[src/rtl/rr_index_arbiter.sv]
// Round-robin arbiter with ownership lock: grants one requester, reports it as a
// binary index, and holds the grant until the owner releases it or the hold timer expires.
//
// state   | meaning
// --------+-----------------------------------------------------------
// ST_IDLE | no owner; scanning I_Req from Ptr for the next winner
// ST_GRANT| owner latched in O_Idx; waiting for I_Rls or hold timeout
module rr_index_arbiter #(
   parameter int NUM_ENTRY     = 8,
   parameter int LOG_NUM_ENTRY = 3,
   parameter int MAX_HOLD      = 16,
   parameter int LOG_MAX_HOLD  = 5
) (
   input  logic                     clock,
   input  logic                     reset,
   input  logic [NUM_ENTRY-1:0]     I_Req,
   input  logic                     I_Rls,
   output logic                     O_Vld,
   output logic [LOG_NUM_ENTRY-1:0] O_Idx,
   output logic                     O_Tout,
   output logic                     O_Busy
);

   typedef enum logic {
      ST_IDLE  = 1'b0,
      ST_GRANT = 1'b1
   } state_t;

   state_t                   r_state, w_state_nxt;
   logic [LOG_NUM_ENTRY-1:0] r_ptr, w_ptr_nxt;
   logic [LOG_NUM_ENTRY-1:0] r_idx, w_idx_nxt;
   logic [LOG_MAX_HOLD-1:0]  r_cnt, w_cnt_nxt;
   logic                     r_tout, w_tout_nxt;

   logic                     w_found;
   logic [LOG_NUM_ENTRY-1:0] w_winner;
   logic [LOG_NUM_ENTRY:0]   w_pos;
   logic [LOG_NUM_ENTRY-1:0] w_owner_inc;
   logic                     w_timeout;

   // Circular scan starting at r_ptr; the extra bit of w_pos holds r_ptr+k before the wrap.
   always_comb begin
      w_found  = 1'b0;
      w_winner = '0;
      w_pos    = '0;
      for (int k = 0; k < NUM_ENTRY; k++) begin
         w_pos = {1'b0, r_ptr} + (LOG_NUM_ENTRY+1)'(k);
         if (w_pos >= (LOG_NUM_ENTRY+1)'(NUM_ENTRY))
            w_pos = w_pos - (LOG_NUM_ENTRY+1)'(NUM_ENTRY);
         if (!w_found && I_Req[w_pos[LOG_NUM_ENTRY-1:0]]) begin
            w_found  = 1'b1;
            w_winner = w_pos[LOG_NUM_ENTRY-1:0];
         end
      end
   end

   assign w_owner_inc = (r_idx == LOG_NUM_ENTRY'(NUM_ENTRY-1)) ? '0 : r_idx + 1'b1;
   assign w_timeout   = (MAX_HOLD != 0) && (r_cnt == LOG_MAX_HOLD'(MAX_HOLD-1));

   always_comb begin
      w_state_nxt = r_state;
      w_ptr_nxt   = r_ptr;
      w_idx_nxt   = r_idx;
      w_cnt_nxt   = r_cnt;
      w_tout_nxt  = 1'b0;
      case (r_state)
         ST_IDLE: begin
            if (w_found) begin
               w_state_nxt = ST_GRANT;
               w_idx_nxt   = w_winner;
               w_cnt_nxt   = '0;
            end
         end
         ST_GRANT: begin
            // A release in the timeout cycle wins, so no timeout pulse then.
            if (I_Rls) begin
               w_state_nxt = ST_IDLE;
               w_ptr_nxt   = w_owner_inc;
            end else if (w_timeout) begin
               w_state_nxt = ST_IDLE;
               w_ptr_nxt   = w_owner_inc;
               w_tout_nxt  = 1'b1;
            end else if (r_cnt != LOG_MAX_HOLD'(MAX_HOLD)) begin
               w_cnt_nxt = r_cnt + 1'b1;
            end
         end
         default: w_state_nxt = ST_IDLE;
      endcase
   end

   always_ff @(posedge clock) begin
      if (reset) begin
         r_state <= ST_IDLE;
         r_ptr   <= '0;
         r_idx   <= '0;
         r_cnt   <= '0;
         r_tout  <= 1'b0;
      end else begin
         r_state <= w_state_nxt;
         r_ptr   <= w_ptr_nxt;
         r_idx   <= w_idx_nxt;
         r_cnt   <= w_cnt_nxt;
         r_tout  <= w_tout_nxt;
      end
   end

   assign O_Vld  = (r_state == ST_GRANT);
   assign O_Busy = (r_state == ST_GRANT);
   assign O_Idx  = r_idx;
   assign O_Tout = r_tout;

endmodule

[config.mk]
export PLATFORM = sky130hd
export DESIGN_NAME = rr_index_arbiter
export DESIGN_NICKNAME = d
export VERILOG_FILES = /design/src/rtl/rr_index_arbiter.sv
export SDC_FILE = /design/constraint.sdc
export NUM_CORES = 1
export LEC_CHECK = 0
export ABC_CLOCK_PERIOD_IN_PS = 4000
export CORE_UTILIZATION = 54
export DETAILED_ROUTE_END_ITERATION = 12
export GPL_TIMING_DRIVEN = 0
export HOLD_SLACK_MARGIN = 0.15
export PLACE_DENSITY_LB_ADDON = 0.1
export SLEW_MARGIN = 25
export SYNTH_ARGS = -nofsm -noshare
export SYNTH_HDL_FRONTEND = slang
export SYNTH_SLANG_ARGS = --single-unit
[constraint.sdc]
create_clock -name clock -period 4 [get_ports clock]
set_input_delay 0.6 -clock clock [delete_from_list [all_inputs] [get_ports clock]]
set_output_delay 0.6 -clock clock [all_outputs]
set_load 0.005 [all_outputs]
==> impl_results.md <==
* Wire per inst at between 15 and 20 um
* Rows at 20
* Synth Flop Type: dfxtp_1
* Cell taking the most area after synthesis: dfxtp_1
* Post-synth EDFFs at 0
* CP Launch Point: r_ptr[1]
* HPWL after detailed placement at between 3000 and 4000 um
* Async SR Flop Fraction at 0%
* Final Hold Violating Endpoints at 0
* Synthesized Nets at between 200 and 250
* DRC violations left at 0
* Min-delay worst type: reg2reg
* Starting Density at between 50% and 60%
* Root Driver: clkbuf_4
* Post-route setup TNS at 0 ps
* First-pass GRT wire length at 7680 um
* Power Density at 237 nW/um^2
* Fillers at between 200 and 300
* Register area share after synthesis at between 15 and 20%
* Antenna cells at 0
* CP Launch Type: flop
* Antenna viol nets, final at 0
* Area contributors post-synth: dfxtp_1 (15%), mux2i_1 (11%), mux4_2 (6.6%)
* Largest net degree at the start of global routing at 11
* Share of the synthesized area in the top cell type at approximately 15%
* FMAX at approximately 280 MHz
* Final Critical Period at approximately 3500 ps
* FF-to-FF Start: r_ptr[1]
* Setup Slack @ Placement at approximately 220 ps
* YS warnings at 0
* Placeable Area at approximately 3000 um^2
* Worst rel slew slack at 58.1%
* Chip height at 58.3 um
* Vias in the first global route at ~1,700
* Worst slew pin tran at a little over 600 ps
* CP required at 4180 ps
* Unrepaired setup endpoints after global routing: false
* Hold Buf Count CTS at 0
* Drt pass-1 iters at 4
* Nets at between 200 and 250
* Area Overhead vs Synth at 13.9%
* GR Util All Layers at about 29%
* Clk_lat worst skew at about 270 ps
* Status: finished clean
* Max IR drop VDD at 0.182 mV
* Bufs on Longest Clock Path at 2
* Final worst slack at between 400 and 500 ps
* Leakage at roughly 0.72 nW
* TritonCTS clock tree: built
* Inserted Clock Buffers at 3
* Critical Setup Path Class: reg2reg
* Adder-Cell Fraction of Synth Area at under 10%
* Multiplexer share of the synthesized area at about a quarter
* Mapped Area at ~1700 um^2
* Syn_area_per_cell at ~8.7 um^2
* Die area at 3390 um^2
* PortBufs at 16
* Total power at ~0.46 mW
* Synth Area in Compound Gates at between 20% and 30%
* Vias at around 1,700
* Worst hold start: r_cnt[4]
* Worst Path Max Fanout at 19
* Initial DRC Count at about 120
* Chip width at slightly below 60 um
* # clock sinks at 13
* Most frequent cell after synthesis: mux2i_1
* Io pins at 17
* CTS HTree Levels at 1
* Max-Cap Viols at 0
* Final worst path period share at about 88%
* Unique cell type count in the Yosys netlist at 57
* Synthesized flop and latch total at 13
* Syn Inst Count at between 150 and 200
* Initial antenna violation count at 0
* Post-Synth Simple-Gate Area at 18.6%
* Largest family of logic cells by synthesized area: compound AO/OA/AOI/OAI gates
* Final WL at between 4000 and 5000 um
* Final core utilization at roughly 64%
* Vias/cell at around 6.5
* XOR/XNOR Fraction of Synth Area at just over 2%
* Clock skew at roughly 5.0 ps
* Worst Path Arrival at 3700 ps
* Setup crit end kind: flop
* Share of layout cells above drive strength 1 at between 10% and 20%
* Grt ovf at 0
* # setup viols final at 0
* Gpl congestion at between 0.8 and 0.9
* Top cells by count, synth: mux2i_1 (19), dfxtp_1 (13), inv_1 (13), a21oi_1 (10)
* Final Slew Violations at 0
* Clk slew on worst S/H paths at ~80 ps
-- cells in the final DEF (no fill, tap or decap), drive strengths merged, types with 5 or more instances in the layout --
master          n
dfxtp          13
buf             9
a221oi          5
inv            13
clkbuf          8
clkdlybuf4s50  16
nor3            7
mux2i          19
ha              7
o21ai           6
a21oi          11
nand2           6
mux4            5
mux2           11
nor2            7
-- registers in the layout, indices dropped and copies added, names as in the netlist --
register and count:
O_Busy 1, O_Tout 1, r_cnt 5, O_Idx 3
r_ptr 3
-- metal layers --
| layer | GRT usage [%] | up-vias | routed length (um) |
|---|---|---|---|
| li1 | - | 802 | - |
| met1 | 37.1 | 803 | 1980 |
| met2 | 49.1 | 58 | 2160 |
| met3 | 2.46 | 8 | 209 |
| met4 | 11.9 | 0 | 63 |
| met5 | 0 | - | 0 |
-- stage by stage --
step                      hold WS [ps]  std cells  instance area (um^2)
final                              492        259                  1950
after global routing               517        259                  1950
after CTS                          494        260                  1950
after detailed placement           472        256                  1920
after global placement             457        256                  1920
after floorplan                    442        196                  1710
-- final timing paths --
check	endpoint	slack [ps]	cells past startpoint
setup / recovery	O_Idx[0]	470	11
hold / removal	r_cnt[4]	490	1
setup reg to reg	O_Idx[0]	470	11
hold reg to reg	r_cnt[4]	490	1
-- where the power goes --
part | total (mW) | switching (mW) | internal (mW)
clock network | 0.0813 | 0.0428 | 0.0386
registers | 0.142 | 0.00704 | 0.135
logic | 0.237 | 0.131 | 0.106
total | 0.461 | 0.181 | 0.280
-- cell type report --
class	count	area, um^2	area share [%]
clock buffer	4	26.3	1.35
tap	44	55.1	2.83
inverter	13	48.8	2.51
buffer	13	77.6	3.98
multi-input combinational	156	1320	67.7
timing repair buffer	16	160	8.23
sequential	13	260	13.4
-- cells by family (layout without fill, tap and decap cells) --
logic type / Yosys count / in the layout
and+or+nand+nor: 53 / 53
adders and majority gates: 7 / 7
buffers and inverters: 27 / 46
AOI/OAI and AO/OA: 57 / 57
muxes: 35 / 35
DFF: 13 / 13
xor gates and xnor gates: 4 / 4
-- worst max-delay path, stage by stage (launching register included) --
cell	delay [ps]
dfxtp_1	330
buf_2	360
inv_1	190
ha_1	330
buf_6	150
mux2_1	340
a221oi_1	410
and3_1	260
o21ai_2	150
o41ai_4	520
a31oi_1	90
a221oi_1	280
-- repair_timing --
action | in CTS | in global routing
setup buffers | 0 | 0
setup endpoints to repair | 0 | 5
resized for setup | 0 | 0
No activity file was read; power rests on OpenSTA's default activity.
